## config.mk

```make
export PLATFORM = sky130hd
export DESIGN_NAME = vlane_shifter_pipe_flat
export DESIGN_NICKNAME = d
export VERILOG_FILES = /design/src/rtl/vlane_shifter_pipe_pkg.sv /design/src/rtl/vlane_shifter_pipe_if.sv /design/src/rtl/vlane_shifter_pipe_stage.sv /design/src/rtl/vlane_shifter_pipe.sv /design/src/flat_wrapper.sv
export SDC_FILE = /design/constraint.sdc
export NUM_CORES = 1
export LEC_CHECK = 0
export CAP_MARGIN = 20
export CORE_UTILIZATION = 40
export DETAILED_ROUTE_END_ITERATION = 10
export SLEW_MARGIN = 15
export SYNTH_ARGS = -nofsm -noshare
export SYNTH_HDL_FRONTEND = slang
export SYNTH_SLANG_ARGS = --single-unit
```

## constraint.sdc

```tcl
create_clock -name clk -period 1.9 [get_ports clk]
set_clock_uncertainty 0.15 [all_clocks]
set_input_delay 0.19 -clock clk [delete_from_list [all_inputs] [get_ports clk]]
set_output_delay 0.19 -clock clk [all_outputs]
set_load 0.01 [all_outputs]
```

## src/rtl/vlane_shifter_pipe_pkg.sv

```systemverilog
// vlane_shifter_pipe_pkg: op encodings, op field indices and per-stage shift-amount slicing helpers
package vlane_shifter_pipe_pkg;
  typedef enum logic [2:0] {
    OP_SLL = 3'b000,
    OP_SRL = 3'b001,
    OP_SRA = 3'b011,
    OP_ROL = 3'b100,
    OP_ROR = 3'b101
  } op_e;
  localparam int OP_DIR = 0;
  localparam int OP_SEXT = 1;
  localparam int OP_ROT = 2;
  function automatic int slice_top(int l, int n, int i);
    return l - i * ((l + n - 1) / n);
  endfunction
  function automatic int slice_lo(int l, int n, int i);
    int t;
    t = slice_top(l, n, i) - (l + n - 1) / n;
    return t < 0 ? 0 : t;
  endfunction
  function automatic int slice_w(int l, int n, int i);
    int t;
    t = slice_top(l, n, i);
    return t <= 0 ? 0 : t - slice_lo(l, n, i);
  endfunction
endpackage

```

## src/rtl/vlane_shifter_pipe_if.sv

```systemverilog
// vlane_shifter_pipe_if: issue/result bundle of the lane shifter
interface vlane_shifter_pipe_if #(
  parameter int WIDTH = 32,
  parameter int LOG2WIDTH = 5,
  parameter int TAGWIDTH = 8
);
  logic in_valid;
  logic [WIDTH-1:0] opB;
  logic [LOG2WIDTH-1:0] sa;
  logic [2:0] op;
  logic [TAGWIDTH-1:0] in_tag;
  logic stall;
  logic squash;
  logic out_valid;
  logic [WIDTH-1:0] result;
  logic [TAGWIDTH-1:0] out_tag;
  modport master (
    output in_valid, opB, sa, op, in_tag, stall, squash,
    input out_valid, result, out_tag
  );
  modport slave (
    input in_valid, opB, sa, op, in_tag, stall, squash,
    output out_valid, result, out_tag
  );
endinterface

```

## src/rtl/vlane_shifter_pipe_stage.sv

```systemverilog
// vlane_shifter_pipe_stage: log-shifter over one shift-amount slice followed by a controlled register
module vlane_shifter_pipe_stage #(
  parameter int WIDTH = 32,
  parameter int LOG2WIDTH = 5,
  parameter int TAGWIDTH = 8,
  parameter int SLICEW = 1,
  parameter int SLICELO = 0
) (
  input  logic                 clk,
  input  logic                 resetn,
  input  logic                 stall,
  input  logic                 squash,
  input  logic                 in_valid,
  input  logic                 in_fill,
  input  logic                 in_dir,
  input  logic                 in_rot,
  input  logic [WIDTH-1:0]     in_data,
  input  logic [LOG2WIDTH-1:0] in_sa,
  input  logic [TAGWIDTH-1:0]  in_tag,
  output logic                 out_valid,
  output logic                 out_fill,
  output logic                 out_dir,
  output logic                 out_rot,
  output logic [WIDTH-1:0]     out_data,
  output logic [LOG2WIDTH-1:0] out_sa,
  output logic [TAGWIDTH-1:0]  out_tag
);
  logic [WIDTH-1:0] v;
  always_comb begin
    v = in_data;
    for (int j = 0; j < LOG2WIDTH; j++)
      if (j >= SLICELO && j < SLICELO + SLICEW && in_sa[j])
        v = in_rot ? (in_dir ? (v >> (1 << j)) | (v << (WIDTH - (1 << j)))
                             : (v << (1 << j)) | (v >> (WIDTH - (1 << j))))
                   : (in_dir ? (v >> (1 << j)) | (in_fill ? ~({WIDTH{1'b1}} >> (1 << j)) : '0)
                             : v << (1 << j));
  end
  always_ff @(posedge clk)
    if (resetn)
      {out_valid, out_fill, out_dir, out_rot, out_data, out_sa, out_tag} <= '0;
    else if (squash)
      out_valid <= 1'b0;
    else if (!stall) begin
      out_valid <= in_valid;
      out_fill <= in_fill;
      out_dir <= in_dir;
      out_rot <= in_rot;
      out_data <= v;
      out_sa <= in_sa;
      out_tag <= in_tag;
    end
endmodule

```

## src/rtl/vlane_shifter_pipe.sv

```systemverilog
// vlane_shifter_pipe: pipelined barrel shifter/rotator with valid, stall, squash and tag pass-through
module vlane_shifter_pipe
  import vlane_shifter_pipe_pkg::*;
#(
  parameter int WIDTH = 32,
  parameter int LOG2WIDTH = 5,
  parameter int NUMSTAGES = 2,
  parameter int TAGWIDTH = 8
) (
  input logic clk,
  input logic resetn,
  vlane_shifter_pipe_if.slave bus
);
  logic vld [NUMSTAGES+1];
  logic fill [NUMSTAGES+1];
  logic dir [NUMSTAGES+1];
  logic rot [NUMSTAGES+1];
  logic [WIDTH-1:0] dat [NUMSTAGES+1];
  logic [LOG2WIDTH-1:0] sa [NUMSTAGES+1];
  logic [TAGWIDTH-1:0] tag [NUMSTAGES+1];
  assign vld[0] = bus.in_valid;
  assign fill[0] = bus.opB[WIDTH-1] & bus.op[OP_SEXT] & ~bus.op[OP_ROT];
  assign dir[0] = bus.op[OP_DIR];
  assign rot[0] = bus.op[OP_ROT];
  assign dat[0] = bus.opB;
  assign sa[0] = bus.sa;
  assign tag[0] = bus.in_tag;
  for (genvar i = 0; i < NUMSTAGES; i++) begin : g_stage
    vlane_shifter_pipe_stage #(
      .WIDTH(WIDTH),
      .LOG2WIDTH(LOG2WIDTH),
      .TAGWIDTH(TAGWIDTH),
      .SLICEW(slice_w(LOG2WIDTH, NUMSTAGES, i)),
      .SLICELO(slice_lo(LOG2WIDTH, NUMSTAGES, i))
    ) u_stage (
      .clk(clk),
      .resetn(resetn),
      .stall(bus.stall),
      .squash(bus.squash),
      .in_valid(vld[i]),
      .in_fill(fill[i]),
      .in_dir(dir[i]),
      .in_rot(rot[i]),
      .in_data(dat[i]),
      .in_sa(sa[i]),
      .in_tag(tag[i]),
      .out_valid(vld[i+1]),
      .out_fill(fill[i+1]),
      .out_dir(dir[i+1]),
      .out_rot(rot[i+1]),
      .out_data(dat[i+1]),
      .out_sa(sa[i+1]),
      .out_tag(tag[i+1])
    );
  end
  assign bus.out_valid = vld[NUMSTAGES];
  assign bus.result = dat[NUMSTAGES];
  assign bus.out_tag = tag[NUMSTAGES];
endmodule

```

## src/flat_wrapper.sv

```systemverilog
// flat-port wrapper written by rule: the top's interface ports become plain ports
module vlane_shifter_pipe_flat import vlane_shifter_pipe_pkg::*;
#(
  parameter int WIDTH = 32,
  parameter int LOG2WIDTH = 5,
  parameter int NUMSTAGES = 2,
  parameter int TAGWIDTH = 8
)
  (clk, resetn, bus_in_valid, bus_opB, bus_sa, bus_op, bus_in_tag, bus_stall, bus_squash, bus_out_valid, bus_result, bus_out_tag);
  vlane_shifter_pipe_if #(.WIDTH(WIDTH), .LOG2WIDTH(LOG2WIDTH), .TAGWIDTH(TAGWIDTH)) bus_i ();
  input logic clk;
  input logic resetn;
  input wire logic [$bits(bus_i.in_valid)-1:0] bus_in_valid;
  input wire logic [$bits(bus_i.opB)-1:0] bus_opB;
  input wire logic [$bits(bus_i.sa)-1:0] bus_sa;
  input wire logic [$bits(bus_i.op)-1:0] bus_op;
  input wire logic [$bits(bus_i.in_tag)-1:0] bus_in_tag;
  input wire logic [$bits(bus_i.stall)-1:0] bus_stall;
  input wire logic [$bits(bus_i.squash)-1:0] bus_squash;
  output wire logic [$bits(bus_i.out_valid)-1:0] bus_out_valid;
  output wire logic [$bits(bus_i.result)-1:0] bus_result;
  output wire logic [$bits(bus_i.out_tag)-1:0] bus_out_tag;
  assign bus_i.in_valid = bus_in_valid;
  assign bus_i.opB = bus_opB;
  assign bus_i.sa = bus_sa;
  assign bus_i.op = bus_op;
  assign bus_i.in_tag = bus_in_tag;
  assign bus_i.stall = bus_stall;
  assign bus_i.squash = bus_squash;
  assign bus_out_valid = bus_i.out_valid;
  assign bus_result = bus_i.result;
  assign bus_out_tag = bus_i.out_tag;
  vlane_shifter_pipe #(.WIDTH(WIDTH), .LOG2WIDTH(LOG2WIDTH), .NUMSTAGES(NUMSTAGES), .TAGWIDTH(TAGWIDTH)) u_core (.clk(clk), .resetn(resetn), .bus(bus_i));
endmodule
```

==> summary.txt <==
Layout
  – Most common cell after layout, fill and taps aside: buf_4
  – Layout cells sized above 1: 0.2132
  – Post-route insts no fill: between 1000 and 1500
  – Design area: 0.009532 mm^2
  – P&R area growth vs syn: 30.20%
  – # diodes: 0
  – Final layout net count: between 1000 and 1500
  – Commonest non-fill, non-tap cells in the layout: buf_4, a21oi_1, nand2_1

Synthesis
  – Avg Inst Size Synth: between 7 and 8 um^2
  – Asr flop ratio synth: 0
  – Post-synthesis sequential area ratio: 0.2379
  – Leading area contributor after synthesis: dfxtp_1
  – Ys flop type: dfxtp_1
  – Synth area leaders: dfxtp_1, mux2i_1, a21oi_1, mux2_2, nand2_1
  – Cell count after synthesis: 975
  – Synthesized area: between 0.007 and 0.008 mm^2
  – Ys Warns: 0
  – Number of synthesized flops with an enable pin: 0
  – Mapped Nets: approximately 1000
  – Top-area cell type share of the netlist area: 0.2379
  – Unique masters post-synth: 58
  – Yosys reg bits: 87

Setup path
  – CP max FO: 16
  – Critical Path End Type: flip-flop
  – Worst reg2reg endpoint: u_core.g_stage[1].u_stage.out_data[20]
  – CP Class: in2reg
  – Startpoint types: primary input
  – Critical Path Sink: u_core.g_stage[0].u_stage.out_data[2]
  – Crit. Startpoint: bus_op[2]
  – Flop2flop setup slack: ~0.1 ns
  – Worst Path Required: 2.04 ns
  – Worst reg2reg path depth: 6
  – Worst r2r src: u_core.g_stage[0].u_stage.out_dir
  – Arrival @ worst endpoint: between 2 and 2.5 ns

Die
  – I/O Pins: 94
  – Core area: roughly 0.018 mm^2
  – Site Rows: 49
  – Starting density of the core: 0.4075
  – Die Footprint: 0.01885 mm^2
  – Die H: between 100 and 150 um
  – Die outline width: between 100 and 150 um

Global routing
  – GRT busiest layer: met2
  – Total gr overflow: 0
  – Initial antenna violation count: 0
  – Vias in the first global route: 7190
  – First-pass GRT wire length: between 30000 and 40000 um
  – M1 GR Usage: 0.3579
  – Largest net degree at the start of global routing: between 40 and 50
  – Met3 Use GR: 0.03385
  – GR Util All Layers: 0.2653
  – Met2 Usage GRT: 0.4360

STA
  – Min Hold Slack: roughly 0.20 ns
  – Slew Limit Headroom: 0.6666
  – Max Slew Vio Count: 0
  – Worst Setup Slack, final: -0.01272 ns
  – Period utilisation layout: 1.007
  – Least-Margin Pin Slew: 0.4949 ns
  – Tmin final: about 1.9 ns
  – Setup violators final: 1
  – Fmax: ~0.52 GHz
  – Fin. Hold Viols: 0

Clock network
  – CTS Sinks: 87
  – Clk root buf: clkbuf_16
  – Number of gates resized after cts: 0
  – Clk pin slew, worst setup/hold paths: about 0.07 ns
  – CTS buffer count: 9
  – CTS tree: yes
  – H-tree Lvls: 3
  – Post-CTS Setup Bufs: 0
  – Cts hold-fix bufs: 0
  – Clk Latency, worst-skew pair: between 0.3 and 0.4 ns
  – CTS max path bufs: 2

Drt
  – Drt via density: between 5 and 6
  – Drt first pass iters: 5
  – Routed wire per std cell: about 18 um
  – Routed Antenna Nets: 0
  – Drt drc: 0
  – Total number of vias: 7745
  – Total Wirelength: 24100 um
  – DRT iter0 DRCs: between 600 and 700

Job
  – Max-cap viol count: 0

Placed design
  – GP Congestion: a little under 1
  – Detail Placement HPWL: around 19000 um
  – Placed cell areas: a little over 0.009 mm^2
  – Port Buf Inserts: 93
  – Placed insts: between 1000 and 1500

Pwr
  – PD cells: ~600 mW/mm^2
  – Max VDD drop: 0.4664 mV
  – Leak: around 3.8 nW
  – Total Power: roughly 5.6 mW

Run status
  – Failing checks: setup timing
  – Outcome: finished with violations

Worst hold path
  – Hold Crit Class: in2reg
==> layer usage <==
metal  wire length [um]  vias to the layer above
met2              11170                      258
met4                570                        0
met3               1465                       46
met1              10900                     3608
met5                  0                        -
li1                   -                     3833
==> worst min path at each step <==
stage | to | from | slack (ns) | depth (start not counted)
floorplan | u_core.g_stage[0].u_stage.out_valid | bus_squash | 0.12 | 1
global placement | u_core.g_stage[1].u_stage.out_data[17] | u_core.g_stage[1].u_stage.out_data[17] | 0.29 | 2
detailed placement | u_core.g_stage[1].u_stage.out_tag[4] | u_core.g_stage[0].u_stage.out_tag[4] | 0.29 | 2
CTS | u_core.g_stage[0].u_stage.out_fill | resetn | 0.18 | 3
global route | u_core.g_stage[0].u_stage.out_tag[2] | resetn | 0.20 | 3
finish | u_core.g_stage[0].u_stage.out_fill | resetn | 0.20 | 3
==> synth_stat cells, drive strengths merged, types with 3 or more instances <==
cell,instances
a311oi,5
nor2b,8
mux2,39
a211o,10
nor3,14
a31oi,23
a211oi,25
or3,4
and2,5
dfxtp,87
clkbuf,42
a21oi,109
nand3,15
nor4,4
nand2b,11
nand4,4
a22o,4
o311ai,5
nand3b,6
buf,85
o21ai,70
a2111oi,3
o221ai,9
o211ai,5
a21o,4
nor2,94
o21a,26
o31ai,4
inv,8
mux2i,88
nand4b,5
nand2,99
o22ai,15
and3,9
a221oi,5
o211a,6
or2,4
o21bai,3
and3b,3
==> state kept, by name, indices dropped and copies added (netlist names) <==
signal and flops:
u_core.g_stage.u_stage.out_data 64, u_core.g_stage.u_stage.out_tag 16, u_core.g_stage.u_stage.out_sa 2, u_core.g_stage.u_stage.out_valid 2
u_core.g_stage.u_stage.out_dir 1, u_core.g_stage.u_stage.out_fill 1, u_core.g_stage.u_stage.out_rot 1
==> through the flow <==
| step | setup slack [ns] | utilization | TNS [ns] |
|---|---|---|---|
| finish | -0.01272 | 0.5306 | -0.01272 |
| global route | -0.01695 | 0.5306 | -0.01695 |
| CTS | 0.02181 | 0.5271 | 0 |
| detailed placement | -0.3378 | 0.5108 | -6.492 |
| global placement | -0.2511 | 0.5108 | -5.675 |
| floorplan | 0.2356 | - | 0 |
==> report_power, final <==
group | switching [mW] | total, mW | internal (mW)
combinational | 0.910 | 1.77 | 0.856
sequential | 0.111 | 2.03 | 1.92
clock | 0.789 | 1.76 | 0.967
total | 1.81 | 5.56 | 3.75
==> worst max-delay path: stages <==
cell and delay [ns]:
clkdlybuf4s50_1 0.51, buf_12 0.15, buf_4 0.14, nand2b_1 0.05
buf_4 0.18, o22ai_1 0.22, nor2_1 0.09, o311ai_2 0.30
o211a_1 0.22
==> cell type report <==
class                           instances  area [um^2]
Inverter                                8        30.03
Clock inverter                          5        41.29
Multi-Input combinational cell        753         4830
Timing Repair Buffer                  257         2345
Clock buffer                           11        252.7
Sequential cell                        87         1747
Tap cell                              229        286.5
Fill cell                            1777         8432
==> kinds of logic (layout without fill, tap and decap cells) <==
| logic type | Yosys count | after routing | synth area share |
|---|---|---|---|
| DFF | 87 | 87 | 0.2379 |
| and+or+nand+nor | 286 | 286 | 0.1777 |
| AOI/OAI and AO/OA | 340 | 340 | 0.2935 |
| muxes | 127 | 127 | 0.1803 |
| buffers and inverters | 135 | 281 | 0.1106 |
No activity file was read; power rests on OpenSTA's default activity.
